### config.mk
export PLATFORM = sky130hd
export DESIGN_NAME = rr_mux_4_1
export DESIGN_NICKNAME = d
export VERILOG_FILES = /design/src/rtl/rr_mux_pkg.sv /design/src/rtl/rr_mux_4_1_arb.sv /design/src/rtl/rr_mux_4_1.sv
export SDC_FILE = /design/constraint.sdc
export NUM_CORES = 1
export LEC_CHECK = 0
export BUFFER_PORTS_ARGS = -buffer_cell sky130_fd_sc_hd__buf_2
export CORE_ASPECT_RATIO = 0.7
export CORE_MARGIN = 2
export CORE_UTILIZATION = 43
export CTS_CLUSTER_DIAMETER = 200
export DETAILED_ROUTE_END_ITERATION = 6
export MAX_ROUTING_LAYER = met4
export PLACE_DENSITY = 0.77
export SYNTH_ARGS = -nofsm -noshare
export SYNTH_HDL_FRONTEND = slang
export SYNTH_SLANG_ARGS = --single-unit
export TNS_END_PERCENT = 30
### constraint.sdc
create_clock -name clk -period 2.88 [get_ports clk]
set_clock_uncertainty 0.2 [all_clocks]
set_input_delay 0.432 -clock clk [delete_from_list [all_inputs] [get_ports clk]]
set_output_delay 0.432 -clock clk [all_outputs]
set_load 0.05 [all_outputs]
### src/rtl/rr_mux_pkg.sv
// Shared constants and FSM encoding for the 4:1 round-robin stream mux.
// The RR_MUX_PKT_EN build uses the LOCK state; beat-level builds use only ARB.
package rr_mux_pkg;
  localparam int CH_N       = 4;
  localparam int SEL_W      = 2;
  localparam int DATA_W_DEF = 8;

  typedef enum logic {
    ARB  = 1'b0,
    LOCK = 1'b1
  } state_t;
endpackage

### src/rtl/rr_mux_4_1_arb.sv
// Combinational round-robin grant: first valid channel scanning from ptr,
// or only lock_ch while a packet lock is held.
module rr_arbiter_4
  import rr_mux_pkg::*;
(
  input  logic [CH_N-1:0]  in_valid,
  input  logic [SEL_W-1:0] ptr,
  input  logic             lock_en,
  input  logic [SEL_W-1:0] lock_ch,
  output logic [CH_N-1:0]  gnt_oh,
  output logic [SEL_W-1:0] gnt_idx,
  output logic             gnt_vld
);
  logic [SEL_W-1:0] cand;

  always_comb begin
    gnt_idx = ptr;
    gnt_vld = 1'b0;
    cand    = ptr;
    if (lock_en) begin
      gnt_idx = lock_ch;
      gnt_vld = in_valid[lock_ch];
    end else begin
      // Walk from the farthest offset back to ptr so the nearest valid wins.
      for (int i = CH_N - 1; i >= 0; i--) begin
        cand = ptr + SEL_W'(i);
        if (in_valid[cand]) begin
          gnt_idx = cand;
          gnt_vld = 1'b1;
        end
      end
    end
  end

  always_comb begin
    gnt_oh          = '0;
    gnt_oh[gnt_idx] = gnt_vld;
  end
endmodule

### src/rtl/rr_mux_4_1.sv
// Four-channel round-robin stream mux with a registered, source-tagged output.
// Define RR_MUX_PKT_EN to add in_last/out_last and packet-level grant locking.
module rr_mux_4_1
  import rr_mux_pkg::*;
#(
  parameter int DATA_W = DATA_W_DEF
) (
  input  logic                   clk,
  input  logic                   rst_n,
  input  logic [CH_N-1:0]        in_valid,
  input  logic [CH_N*DATA_W-1:0] in_data,
  output logic [CH_N-1:0]        in_ready,
`ifdef RR_MUX_PKT_EN
  input  logic [CH_N-1:0]        in_last,
  output logic                   out_last,
`endif
  output logic                   out_valid,
  output logic [DATA_W-1:0]      out_data,
  output logic [SEL_W-1:0]       out_sel,
  input  logic                   out_ready
);
  logic [CH_N-1:0][DATA_W-1:0] din;
  logic [CH_N-1:0]             gnt_oh;
  logic [SEL_W-1:0]            gnt_idx;
  logic [SEL_W-1:0]            ptr;
  logic                        gnt_vld, load, acc, lock_en;

  assign din      = in_data;
  assign load     = !out_valid | out_ready;
  assign in_ready = load ? gnt_oh : '0;
  assign acc      = load & gnt_vld;

  // out_sel only changes on accepts, so while locked it names the owner.
  rr_arbiter_4 u_arb (
    .in_valid (in_valid),
    .ptr      (ptr),
    .lock_en  (lock_en),
    .lock_ch  (out_sel),
    .gnt_oh   (gnt_oh),
    .gnt_idx  (gnt_idx),
    .gnt_vld  (gnt_vld)
  );

`ifdef RR_MUX_PKT_EN
  state_t state, state_nxt;

  always_ff @(posedge clk or negedge rst_n) begin
    if (!rst_n) state <= ARB;
    else        state <= state_nxt;
  end

  always_comb begin
    state_nxt = state;
    if (acc) state_nxt = in_last[gnt_idx] ? ARB : LOCK;
  end

  always_comb begin
    lock_en = (state == LOCK);
  end

  always_ff @(posedge clk or negedge rst_n) begin
    if (!rst_n)   out_last <= 1'b0;
    else if (acc) out_last <= in_last[gnt_idx];
  end
`else
  assign lock_en = 1'b0;
`endif

  always_ff @(posedge clk or negedge rst_n) begin
    if (!rst_n) begin
      out_valid <= 1'b0;
      out_data  <= '0;
      out_sel   <= '0;
      ptr       <= '0;
    end else if (acc) begin
      out_valid <= 1'b1;
      out_data  <= din[gnt_idx];
      out_sel   <= gnt_idx;
      ptr       <= gnt_idx + SEL_W'(1);
    end else if (out_ready) begin
      out_valid <= 1'b0;
    end
  end
endmodule

# After elaboration in Yosys (flattened, before gate mapping)
# Index checks and enable logic that the tools add are counted.
[totals] in_bits=39 output_inout_bits=15 wordCells=43 reg_bits=13
[op_classes] add_sub_neg=4 n_mux=23 bitwise_logic=3 magnitude_cmp=6 n_reduce_logical=3
[op_table] cell="$bmux 8 s2" count=1
[op_table] cell="$lt 2x3->1 const B" count=5
[op_table] cell="$mux 1" count=11
[op_table] cell="$bmux 1 s2" count=4
[op_table] cell="$mux 2" count=4
[op_table] cell="$mux 8" count=1
[op_table] cell="$add 2x1->2 const B" count=2
[op_table] cell="$add 2x2->2 const B" count=2
[op_table] cell="$and 4x4->4" count=1
[op_table] cell="$mux 4" count=1
[op_table] cell="$demux 1 s2" count=1
[op_table] cell="$ge 2x1->1 const B" count=1
[op_table] cell="$reduce_bool 2->1" count=1
[op_table] cell="$and 1x1->1" count=1
[op_table] cell="$logic_and 1x1->1" count=1
[op_table] cell="$logic_not 1->1" count=1
[op_table] cell="$or 1x1->1" count=1

# Longest topological paths before layout
# Gate-level depths: netlist of run 1.
[depth] depth_word=13 mapped_depth=7 mapped_depth_nobuf=5

# Cells and area by module
# A second synthesis of run 1 with hierarchy kept.
[unflattened] hier_cells=76 hier_area_um2=934.6
[modules_own_cells] mod="rr_mux_4_1" n_inst=1 seq_area_each_um2=325.3 cells_per_inst=46 area_each_um2=721.9
[modules_own_cells] mod="rr_arbiter_4" n_inst=1 seq_area_each_um2=0.0 cells_per_inst=30 area_each_um2=212.7

# Least setup slack after synthesis of run 1
# Ideal clock, no wire load.
[synth_path] path_kind="input port to output port" from="in in_valid[3]" to="out in_ready[0]" required_ns=2.248 path_buffers=2 path_stages=6 t_arrival_ns=1.966 path_slack_ns=0.282 path_cell_list="buf_6 > or3_4 > nand4b_4 > nand2_4 > buf_6 > nor2_1"
[synth_between] elab_chain_cells=12 elab_cells_between_ends=23 classes_between="order compare: 2; mux: 19; bitwise: 1; reduce/logical: 1"
[synth_lines] item="from (decl)" line="rr_mux_4_1.sv:10" rtl="input logic [CH_N-1:0] in_valid,"
[synth_lines] item="$bmux 1 s2" line="rr_mux_4_1_arb.sv:27" rtl="if (in_valid[cand]) begin"
[synth_lines] item="$mux 1 (implied by the code)" line="rr_mux_4_1_arb.sv:27"
[synth_lines] item="$mux 2 (4 in series)" line="rr_mux_4_1_arb.sv:27"
[synth_lines] item="$lt 2x3->1 (implied by the code) / $ge 2x1->1 (equally long branches)" line="rr_mux_4_1_arb.sv:37" rtl="gnt_oh[gnt_idx] = gnt_vld;"
[synth_lines] item="$logic_and 1x1->1 (implied by the code)" line="rr_mux_4_1_arb.sv:37"
[synth_lines] item="$mux 1 (implied by the code)" line="rr_mux_4_1_arb.sv:37"
[synth_lines] item="$demux 1 s2"
[synth_lines] item="$and 4x4->4 (no source line) (*)"
[synth_lines] item="$mux 4 (*)" line="rr_mux_4_1.sv:30" rtl="assign in_ready = load ? gnt_oh : '0;"
[synth_lines] item="to (decl)" line="rr_mux_4_1.sv:12" rtl="output logic [CH_N-1:0] in_ready,"
# Mark *: on every way between the ends. The rest lies on a longest branch, timed or not. The select of a mux whose other input is x is not followed.

# Worst setup path in the final report of run 1
[layout_path] from="reg ptr[1]" to="out in_ready[1]"
[layout_between] elab_chain_cells=13 elab_cells_between_ends=26 classes_between="add/sub: 3; order compare: 2; mux: 19; bitwise: 1; reduce/logical: 1"
[layout_lines] item="from (decl)" line="rr_mux_4_1.sv:25" rtl="logic [SEL_W-1:0] ptr;"
[layout_lines] item="from (signal assigned)" line="rr_mux_4_1.sv:79" rtl="ptr <= gnt_idx + SEL_W'(1);"
[layout_lines] item="$add 2x2->2" line="rr_mux_4_1_arb.sv:26" rtl="cand = ptr + SEL_W'(i);"
[layout_lines] item="$bmux 1 s2" line="rr_mux_4_1_arb.sv:27"
[layout_lines] item="$mux 1 (implied by the code)" line="rr_mux_4_1_arb.sv:27"
[layout_lines] item="$mux 2 (4 in series)" line="rr_mux_4_1_arb.sv:27"
[layout_lines] item="$lt 2x3->1 (implied by the code) / $ge 2x1->1 (equally long branches)" line="rr_mux_4_1_arb.sv:37"
[layout_lines] item="$logic_and 1x1->1 (implied by the code)" line="rr_mux_4_1_arb.sv:37"
[layout_lines] item="$mux 1 (implied by the code)" line="rr_mux_4_1_arb.sv:37"
[layout_lines] item="$demux 1 s2"
[layout_lines] item="$and 4x4->4 (no source line) (*)"
[layout_lines] item="$mux 4 (*)" line="rr_mux_4_1.sv:30"
# Marks and branches as above.

==> results of run 1 <==
## logic make-up (layout without fill, tap and decap cells)
| logic type | count (synthesis) | after routing | synth area share [%] |
|---|---|---|---|
| flip-flops | 13 | 13 | 34.17 |
| multiplexers | 8 | 8 | 12.22 |
| XOR/XNOR | 1 | 1 | 0.9200 |
| AO/OA/AOI/OAI | 34 | 34 | 26.41 |
| AND/OR/NAND/NOR | 32 | 32 | 21.03 |
| buffers and inverters | 9 | 61 | 5.255 |
## power groups by stage
stage,Clock (mW),Sequential [mW],Combinational (mW)
after CTS,0.119,0.304,0.714
after detailed placement,0,0.307,0.712
after floorplan,0,0.497,0.368
after global routing,0.126,0.317,0.760
after global placement,0,0.300,0.698
final,0.119,0.307,0.715
## worst max-delay path, cell delays in order (launching register included)
cell	delay, ns
dfrtp_1	0.48
or3_4	0.38
and4b_1	0.30
nor2_1	0.21
and3_1	0.17
buf_2	0.26
## registers in the layout (all words and copies together) (netlist names)
signal	count
out_sel	2
ptr	2
out_data	8
out_valid	1
## final timing paths
check	from	endpoint	slack, ns	cells past startpoint
worst max-delay path	ptr[1]$_DFFE_PN0P_	in_ready[1]	0.17	5
worst min-delay path	out_ready	out_valid$_DFFE_PN0P_	0.22	4
worst max register to register	ptr[1]$_DFFE_PN0P_	out_data[4]$_DFFE_PN0P_	0.70	5
worst min register to register	out_sel[0]$_DFFE_PN0P_	out_sel[0]$_DFFE_PN0P_	0.28	1
max in group asynchronous	rst_n	out_valid$_DFFE_PN0P_	1.86	2
min in group asynchronous	rst_n	out_data[5]$_DFFE_PN0P_	0.36	2
## layout make-up
cell class	count	area, um^2	share of cell area [%]
timing repair buffer	56	290.3	22.99
sequential	13	325.3	25.77
clock buffer	4	26.28	2.081
multi-input combinational	75	576.8	45.69
tap	32	40.04	3.171
inverter	1	3.754	0.2973
## cell usage in the layout (no fill, tap or decap)
| cell type | count |
|---|---|
| buf_2 | 53 |
| dfrtp_1 | 13 |
| o21ai_0 | 11 |
| nand3_1 | 8 |
| a211oi_1 | 8 |
| a221o_1 | 8 |
| mux2_4 | 7 |
| nor2_1 | 5 |
| nand2_1 | 5 |
| clkbuf_4 | 3 |
| nand2b_1 | 2 |
| nor2b_1 | 2 |
| a21o_1 | 2 |
| buf_4 | 2 |
| or3_4 | 1 |
| nand3b_1 | 1 |
| and4b_1 | 1 |
| o21a_1 | 1 |
| a2bb2oi_1 | 1 |
| and2b_1 | 1 |
| o221a_2 | 1 |
| inv_1 | 1 |
| nor4_1 | 1 |
| a21oi_1 | 1 |
| and3_1 | 1 |
| nand4b_4 | 1 |
| o21ai_2 | 1 |
| nand2_4 | 1 |
| and3_2 | 1 |
| and2_1 | 1 |
| xnor2_1 | 1 |
| mux2_2 | 1 |
| clkbuf_1 | 1 |
| dlygate4sd3_1 | 1 |
## layer usage
layer | global-route usage (%) | vias to the layer above | wire (um)
li1 | - | 479 | -
met1 | 28.63 | 470 | 1160
met2 | 36.52 | 50 | 1261
met3 | 5.970 | 6 | 204
met4 | 5.333 | 0 | 40
met5 | - | - | 0
## stage by stage
stage                     hold slack [ns]  cells  worst slack, ns  total power [mW]
after CTS                          0.2155    181           0.1948             1.137
after global placement             0.1384    176           0.3868            0.9973
after global routing               0.2329    181          0.04988             1.203
after floorplan                  -0.06359     97           0.2819            0.8649
after detailed placement           0.1425    176           0.3487             1.019
final                              0.2155    181           0.1722             1.140
==> flow_metrics.env, run 1 <==
export IMPL_maxSlewViolCount=0
export IMPL_timing_final_hold_violations=0
export IMPL_p_sw_mw=0.5938
export IMPL_leakagePower_nw=0.6270
export IMPL_cts_repair_resized=0
export IMPL_wl_um=2666
export IMPL_diodes=0
export IMPL_clock_power_share_pct=10.4
export IMPL_intPower_mw=0.5461
export IMPL_yosysMostFrequentCell="dfrtp_1"
export IMPL_crit_fanout=9
export IMPL_cap_violations=0
export IMPL_wire_per_inst_um=14.73
export IMPL_ios=54
export IMPL_worst_setup_path_type="flip-flop to output pin"
export IMPL_num_vias=1005
export IMPL_grt_pass1_vias=911
export IMPL_swShare_pct=52.09
export IMPL_final_core_util_pct=59.56
export IMPL_fillers=185
export IMPL_worst_pin_slew_ns=0.6174
export IMPL_min_period_over_period_pct=94.02
export IMPL_portBuffers=53
export IMPL_final_nets=189
export IMPL_netlist_area_um2=952.2
export IMPL_yosysSeqAreaShare_pct=34.17
export IMPL_setup_viol=0
export IMPL_drcViolationCount=0
export IMPL_synth_area_leaders="dfrtp_1, mux2_4, a221o_1"
export IMPL_grt_first_pass_wirelength_um=4222
export IMPL_critical_path_required_ns=2.25
export IMPL_syn_to_final_growth_pct=32.59
export IMPL_cts_sinks=13
export IMPL_holdBufCountCts=1
export IMPL_finish_instance_area_mm2=0.001262
export IMPL_dpl_cell_area_mm2=0.001226
export IMPL_power_frac_seq_pct=26.9
export IMPL_start_kind="flip-flop"
export IMPL_rsz0062_at_grt="no"
export IMPL_yosysTopAreaCell="dfrtp_1"
export IMPL_clock_latency_ns=0.28
export IMPL_grt_remaining_overflow=0
export IMPL_power_density_mw_per_mm2=903.0
export IMPL_tritoncts="built"
export IMPL_drive_gt1_share_pct=48.32
export IMPL_finalCriticalPeriod_ns=2.708
export IMPL_synth_top_area_share_pct=34.17
export IMPL_antenna_found_initial=0
export IMPL_peakVddDrop_uv=509.9
export IMPL_die_h_um=43.37
export IMPL_cp_data_arrival_time_ns=2.08
export IMPL_clock_path_buffers=2
export IMPL_die_w_um=60.25
export IMPL_dieArea_mm2=0.002613
export IMPL_dpl_hpwl_um=2041
export IMPL_htree_num_levels=1
export IMPL_relSlewSlack_pct=58.46
export IMPL_track_usage_pct=22.70
export IMPL_synth_edf_count=0
export IMPL_status="completed"
export IMPL_cts_clk_slew_worst_paths_ns=0.09
export IMPL_postCtsSetupBuffers=0
export IMPL_timing_fmax_mhz=369.3
export IMPL_avgSynthCellArea_um2=9.816
export IMPL_first_iter_violations=35
export IMPL_ys_ff_latch=13
export IMPL_rows=14
export IMPL_grt_max_degree=18
export IMPL_yosysUniqueCellTypes=32
export IMPL_netlist_top_cells_count="dfrtp_1, o21ai_0, a211oi_1, a221o_1, nand3_1"
export IMPL_place_congestion=0.8223
export IMPL_start_util_pct=44.92
export IMPL_ant_nets=0
export IMPL_ys_warn_count=0
export IMPL_syn_instance_count=97
export IMPL_first_pass_iters=4
export IMPL_power_frac_comb_pct=62.7
export IMPL_detail_route_vias_per_cell=5.552
export IMPL_ys_async_sr_fraction_pct=100.0
export IMPL_numCtsBuffers=3
export IMPL_synth_nets=136
export IMPL_finalSetupTns_ns=0
export IMPL_core_mm2=0.002120
export IMPL_cts_root_buf="clkbuf_4"
export IMPL_cp_end_kind="output pin"
export IMPL_hold_class="primary input to flip-flop"
export IMPL_synthFlopType="dfrtp_1"
Power figures use the tool's default switching activity.
==> inputs of run 2 (changes only) <==
--- a/config.mk
+++ b/config.mk
@@ -5,12 +5,12 @@
 export SDC_FILE = /design/constraint.sdc
 export NUM_CORES = 1
 export LEC_CHECK = 0
-export BUFFER_PORTS_ARGS = -buffer_cell sky130_fd_sc_hd__buf_2
-export CORE_ASPECT_RATIO = 0.7
+export ABC_AREA = 1
 export CORE_MARGIN = 2
-export CORE_UTILIZATION = 43
+export CORE_UTILIZATION = 62
 export CTS_CLUSTER_DIAMETER = 200
 export DETAILED_ROUTE_END_ITERATION = 6
+export DONT_BUFFER_PORTS = 1
 export MAX_ROUTING_LAYER = met4
 export PLACE_DENSITY = 0.77
 export SYNTH_ARGS = -nofsm -noshare
==> flow_metrics.env, run 2 <==
export IMPL_cp_num_buf_inv=4
export IMPL_hold_class="primary input to flip-flop"
export IMPL_drcViolationCount=0
export IMPL_reg_largest_list="out_data x8, out_sel x2, ptr x2"
export IMPL_grt_max_degree=19
export IMPL_finalCriticalPeriod_ns=2.742
export IMPL_place_congestion=0.8961
export IMPL_fin_cells=200
export IMPL_relSlewSlack_pct=62.54
export IMPL_mostFrequentLayoutCells="nand3_1, nand2_1, nand2_2, inv_1, dfrtp_1"
export IMPL_regMostFlops="out_data"
export IMPL_wl_um=2654
export IMPL_dp_cells=190
export IMPL_yosysTopAreaCell="dfrtp_1"
export IMPL_slowest_delay_ns=0.42
export IMPL_worst_pin_slew_ns=0.5600
export IMPL_start_util_pct=65.49
export IMPL_worst_setup_path_type="flip-flop to output pin"
export IMPL_first_iter_violations=28
export IMPL_start_kind="flip-flop"
export IMPL_synth_nets=205
export IMPL_dpl_hpwl_um=1937
export IMPL_status="completed"
export IMPL_cp_data_arrival_time_ns=2.11
export IMPL_rows=15
export IMPL_hp_start="out_ready"
export IMPL_ant_nets=0
export IMPL_clock_path_buffers=2
export IMPL_yosysMostFrequentCell="nand3_1"
export IMPL_critical_path_required_ns=2.25
export IMPL_syn_instance_count=166
export IMPL_first_pass_iters=4
export IMPL_die_h_um=46.48
export IMPL_numCtsBuffers=3
export IMPL_cap_violations=0
export IMPL_antenna_found_initial=0
export IMPL_cts_clk_slew_worst_paths_ns=0.07
export IMPL_avgSynthCellArea_um2=6.738
export IMPL_htree_num_levels=1
export IMPL_ys_async_sr_fraction_pct=100.0
export IMPL_timing_fmax_mhz=364.7
export IMPL_cp_end_kind="output pin"
export IMPL_hold_end="out_valid$_DFFE_PN0P_"
export IMPL_wire_per_inst_um=13.27
export IMPL_num_vias=1097
export IMPL_syn_to_final_growth_pct=11.97
export IMPL_synth_top_area_share_pct=29.08
export IMPL_diodes=0
export IMPL_netlist_area_mm2=0.001119
export IMPL_fin_ws_ns=0.1380
export IMPL_yosysSeqAreaShare_pct=29.08
export IMPL_grt_first_pass_wirelength_um=4008
export IMPL_core_mm2=0.001708
export IMPL_regToRegSetupSlack_ns=0.71
export IMPL_netlist_top_cells_count="nand3_1, nand2_1, nand2_2, dfrtp_1, inv_1"
export IMPL_synthFlopType="dfrtp_1"
export IMPL_dieArea_mm2=0.002160
export IMPL_cts_root_buf="clkbuf_4"
export IMPL_synth_edf_count=0
export IMPL_crit_fanout=18
export IMPL_die_w_um=46.48
export IMPL_grt_remaining_overflow=0
export IMPL_drive_gt1_share_pct=29.14
export IMPL_clock_latency_ns=0.27
export IMPL_maxSlewViolCount=0
export IMPL_ys_ff_latch=13
export IMPL_ys_warn_count=0
export IMPL_whs_path_depth=3
export IMPL_tritoncts="built"
export IMPL_cts_sinks=13
export IMPL_grt_pass1_vias=987
export IMPL_timing_rr_start="ptr[0]$_DFFE_PN0P_"
export IMPL_slowest_stage="dfrtp_2"
export IMPL_setup_viol=0
export IMPL_rr_worst_depth=16
export IMPL_largest_register_ffs=8
export IMPL_portBuffers=0
export IMPL_final_nets=215
export IMPL_detail_route_vias_per_cell=5.485
export IMPL_crit_path_cell_trace="buf_4 -> inv_8 -> nand2_2 -> nand2_1 -> nand2_1 -> nand2_2 -> nand2_2 -> nand2_4 -> nand2_4 -> nand2_8 -> nand2_4 -> nor2_2 -> inv_1 -> nor2_1 -> buf_6"
export IMPL_r2r_end="out_data[5]$_DFFE_PN0P_"
export IMPL_place_ws_ns=0.2408
export IMPL_ios=54
export IMPL_timing_final_hold_violations=0
export IMPL_yosysUniqueCellTypes=20
export IMPL_synth_area_leaders="dfrtp_1, nand3_1, nand2_1"
export IMPL_track_usage_pct=26.87
export IMPL_crit_family="simple AND/OR/NAND/NOR gates"
export IMPL_layout_commonest_cell="nand3_1"
export IMPL_min_period_over_period_pct=95.21
==> run 2: changes by cell type after synthesis, moves of 3 or more <==
cell,before,now
o21ai_0,11,3
inv_1,1,13
inv_2,0,4
clkbuf_1,5,0
a221o_1,8,0
nand2_1,5,44
nand2_4,1,4
buf_4,0,3
nand3_1,8,45
a211oi_1,8,0
nand2_2,0,18
mux2_4,7,0
==> run 2: kinds of logic after synthesis <==
family	after synthesis	synth area share [%]
buffers and inverters	26	12.86
AND/OR/NAND/NOR	120	53.47
flip-flops	13	29.08
AO/OA/AOI/OAI	7	4.586
==> run 2: worst max-delay path by stage <==
stage | start | to | cells after the start
after floorplan | ptr[0]$_DFFE_PN0P_ | in_ready[3] | 13
after global placement | ptr[0]$_DFFE_PN0P_ | in_ready[1] | 10
after detailed placement | ptr[0]$_DFFE_PN0P_ | in_ready[1] | 10
after CTS | ptr[0]$_DFFE_PN0P_ | in_ready[1] | 11
after global routing | ptr[0]$_DFFE_PN0P_ | in_ready[0] | 13
final | ptr[0]$_DFFE_PN0P_ | in_ready[0] | 15
==> run 2: stage by stage <==
step | hold slack (ns) | instance area, um^2 | setup TNS [ns] | utilization (%)
CTS | 0.1572 | 1184 | 0 | 69.30
floorplan | -0.06359 | 1119 | 0 | -
global route | 0.1715 | 1252 | -0.01477 | 73.33
global placement | -0.06337 | 1146 | 0 | 67.11
finish | 0.1652 | 1252 | 0 | 73.33
detailed placement | -0.06341 | 1146 | 0 | 67.11
==> run 2: layout make-up <==
class                      count  area (um^2)
multi-input combinational    127        675.6
fill                         155        455.4
sequential                    13        326.6
tap                           25        31.28
inverter                      18        78.83
clock buffer                   4        26.28
timing repair buffer          13        113.9
==> run 2: metal layers <==
metal / up-vias / track usage, % / share of wire, % / wire [um]
li1: 548 / - / - / -
met1: 502 / 29.61 / 40 / 1070
met2: 47 / 48.61 / 53 / 1407
met3: 0 / 7.059 / 6.6 / 176
met4: 0 / 4.571 / 0 / 0
met5: - / - / 0 / 0
==> run 2: timing repair <==
action	in CTS	in global routing
endpoints found under the setup margin	3	4
hold buffers	1	0
resized for setup	1	6
hold endpoints to repair	13	0
buffers inserted	0	5
==> run 2: tightest hold or removal path, stage by stage <==
cell     delay, ns
nor2_1        0.02
inv_1         0.08
nand2_1       0.06
Power of run 2 is left out: the tool's default activity adds up to more than one toggle a clock period on the data nets, which glitch-free logic cannot reach.
==> inputs of run 3 (changes only) <==
--- a/config.mk
+++ b/config.mk
@@ -7,12 +7,12 @@
 export LEC_CHECK = 0
 export ABC_AREA = 1
 export CORE_MARGIN = 2
-export CORE_UTILIZATION = 62
+export CORE_UTILIZATION = 67
 export CTS_CLUSTER_DIAMETER = 200
 export DETAILED_ROUTE_END_ITERATION = 6
 export DONT_BUFFER_PORTS = 1
 export MAX_ROUTING_LAYER = met4
-export PLACE_DENSITY = 0.77
+export PLACE_DENSITY = 0.82
 export SYNTH_ARGS = -nofsm -noshare
 export SYNTH_HDL_FRONTEND = slang
 export SYNTH_SLANG_ARGS = --single-unit
==> constraint.sdc (replaced) <==
create_clock -name clk -period 3.5 [get_ports clk]
set_clock_uncertainty 0.2 [all_clocks]
set_input_delay 0.525 -clock clk [delete_from_list [all_inputs] [get_ports clk]]
set_output_delay 0.525 -clock clk [all_outputs]
set_load 0.05 [all_outputs]
==> flow_metrics.env, run 3 (synthesis gave the netlist of run 2 again) <==
export IMPL_cp_data_arrival_time_ns=2.47
export IMPL_mostFrequentLayoutCells="nand3_1, nand2_1, nand2_2, inv_1, dfrtp_1"
export IMPL_regMostFlops="out_data"
export IMPL_grt_pass1_vias=1014
export IMPL_final_core_util_pct=73.30
export IMPL_antenna_found_initial=0
export IMPL_drcViolationCount=0
export IMPL_status="completed"
export IMPL_timing_fmax_mhz=312.6
export IMPL_setup_viol=0
export IMPL_cp_num_buf_inv=3
export IMPL_maxSlewViolCount=0
export IMPL_critPathMostFrequentCell="nand2_4"
export IMPL_grt_first_pass_wirelength_um=4181
export IMPL_crit_family="simple AND/OR/NAND/NOR gates"
export IMPL_num_vias=1069
export IMPL_track_usage_pct=29.76
export IMPL_crit_path_cell_trace="inv_8 -> nand2_2 -> nand3_1 -> nand2_1 -> inv_2 -> nand2_2 -> nand2_4 -> nand2_4 -> nand2_4 -> nand2_4 -> nor2_1 -> nand2_1 -> inv_1"
export IMPL_grt_max_degree=19
export IMPL_grt_remaining_overflow=0
export IMPL_core_mm2=0.001541
export IMPL_hold_class="primary input to flip-flop"
export IMPL_die_h_um=44.86
export IMPL_diodes=0
export IMPL_slowest_stage="dfrtp_2"
export IMPL_critical_path_required_ns=2.77
export IMPL_first_iter_violations=38
export IMPL_cp_end_kind="output pin"
export IMPL_ios=54
export IMPL_drive_gt1_share_pct=23.49
export IMPL_start_kind="flip-flop"
export IMPL_die_w_um=44.86
export IMPL_cts_root_buf="clkbuf_4"
export IMPL_reg_largest_list="out_data x8, out_sel x2, ptr x2"
export IMPL_final_nets=206
export IMPL_tritoncts="built"
export IMPL_numCtsBuffers=3
export IMPL_timing_final_hold_violations=0
export IMPL_layout_commonest_cell="nand3_1"
export IMPL_rsz0062_at_grt="no"
export IMPL_place_congestion=0.8356
export IMPL_ant_nets=0
export IMPL_first_pass_iters=4
export IMPL_dpl_hpwl_um=1963
export IMPL_finalCriticalPeriod_ns=3.199
export IMPL_slowest_delay_ns=0.52
export IMPL_finalSetupTns_ns=0
export IMPL_cap_violations=0
export IMPL_fin_cells=182
export IMPL_portBuffers=0
export IMPL_wire_per_inst_um=14.32
export IMPL_largest_register_ffs=8
export IMPL_start_util_pct=72.56
export IMPL_dieArea_mm2=0.002012
export IMPL_htree_num_levels=1
export IMPL_worst_pin_slew_ns=0.5725
export IMPL_wl_um=2606
export IMPL_clock_latency_ns=0.29
export IMPL_relSlewSlack_pct=61.71
export IMPL_cts_sinks=13
export IMPL_clock_path_buffers=2
export IMPL_min_period_over_period_pct=91.40
export IMPL_syn_to_final_growth_pct=1.006
export IMPL_cts_clk_slew_worst_paths_ns=0.08
export IMPL_detail_route_vias_per_cell=5.874
export IMPL_dp_cells=177
export IMPL_crit_fanout=18
export IMPL_fillers=133
export IMPL_worst_setup_path_type="flip-flop to output pin"
export IMPL_rows=14
## run 3: changes by cell type in the layout (fill, tap and decap cells not counted), sizes merged
cell      delta
buf          -9
clkinvlp     -1
inv          +1
## run 3: path summary, 6_finish.rpt
| path | from | endpoint | slack [ns] | cells after the start |
|---|---|---|---|---|
| setup / recovery | ptr[0]$_DFFE_PN0P_ | in_ready[2] | 0.30 | 13 |
| hold / removal | out_ready | out_valid$_DFFE_PN0P_ | 0.23 | 3 |
| setup reg to reg | ptr[0]$_DFFE_PN0P_ | ptr[1]$_DFFE_PN0P_ | 1.29 | 13 |
| hold reg to reg | ptr[1]$_DFFE_PN0P_ | ptr[1]$_DFFE_PN0P_ | 0.53 | 2 |
| max in group asynchronous | rst_n | ptr[0]$_DFFE_PN0P_ | 2.23 | 1 |
| min in group asynchronous | rst_n | out_valid$_DFFE_PN0P_ | 0.47 | 1 |
## run 3: final cells by class
class / instances / area [um^2] / area share (%)
Clock buffer: 4 / 26.28 / 2.326
Multi-Input combinational cell: 127 / 649.4 / 57.48
Timing Repair Buffer: 4 / 32.53 / 2.879
Tap cell: 16 / 20.02 / 1.772
Sequential cell: 13 / 326.6 / 28.90
Inverter: 18 / 75.07 / 6.645
## run 3: per-layer routing
metal | share of wire [%] | vias up | wire length [um] | GRT usage (%)
met4 | 0.50 | 0 | 13 | 11.76
met5 | 0 | - | 0 | -
met1 | 38 | 480 | 999 | 31.71
li1 | - | 533 | - | -
met2 | 53 | 53 | 1383 | 51.59
met3 | 8.1 | 3 | 211 | 8.800
## run 3: timing repair
action / 4_1_cts / 5_1_grt
setup buffers: 0 / 0
endpoints found under the hold margin: 13 / 0
setup endpoints to repair: 0 / 2
hold buffers: 1 / 0
gates resized for setup: 0 / 1
## run 3: stage by stage
stage	area, um^2	hold slack, ns	setup WS, ns
2_1_floorplan	1119	0.02941	0.6618
3_3_place_gp	1092	0.02963	0.6150
3_5_place_dp	1092	0.02959	0.4639
4_1_cts	1129	0.2227	0.1375
5_1_grt	1130	0.2390	0.1308
6_report	1130	0.2270	0.3009
## run 3: worst register-to-register path: stages (launching register included)
cell,delay (ns)
dfrtp_2,0.52
inv_8,0.13
nand2_2,0.06
nand3_1,0.10
nand2_1,0.09
inv_2,0.06
nand2_2,0.06
nand2_4,0.08
nand2_4,0.05
nand2_4,0.17
nand2_4,0.19
nor2_1,0.22
nand2_1,0.13
o211ai_2,0.09
Power of run 3 is left out for the same reason.
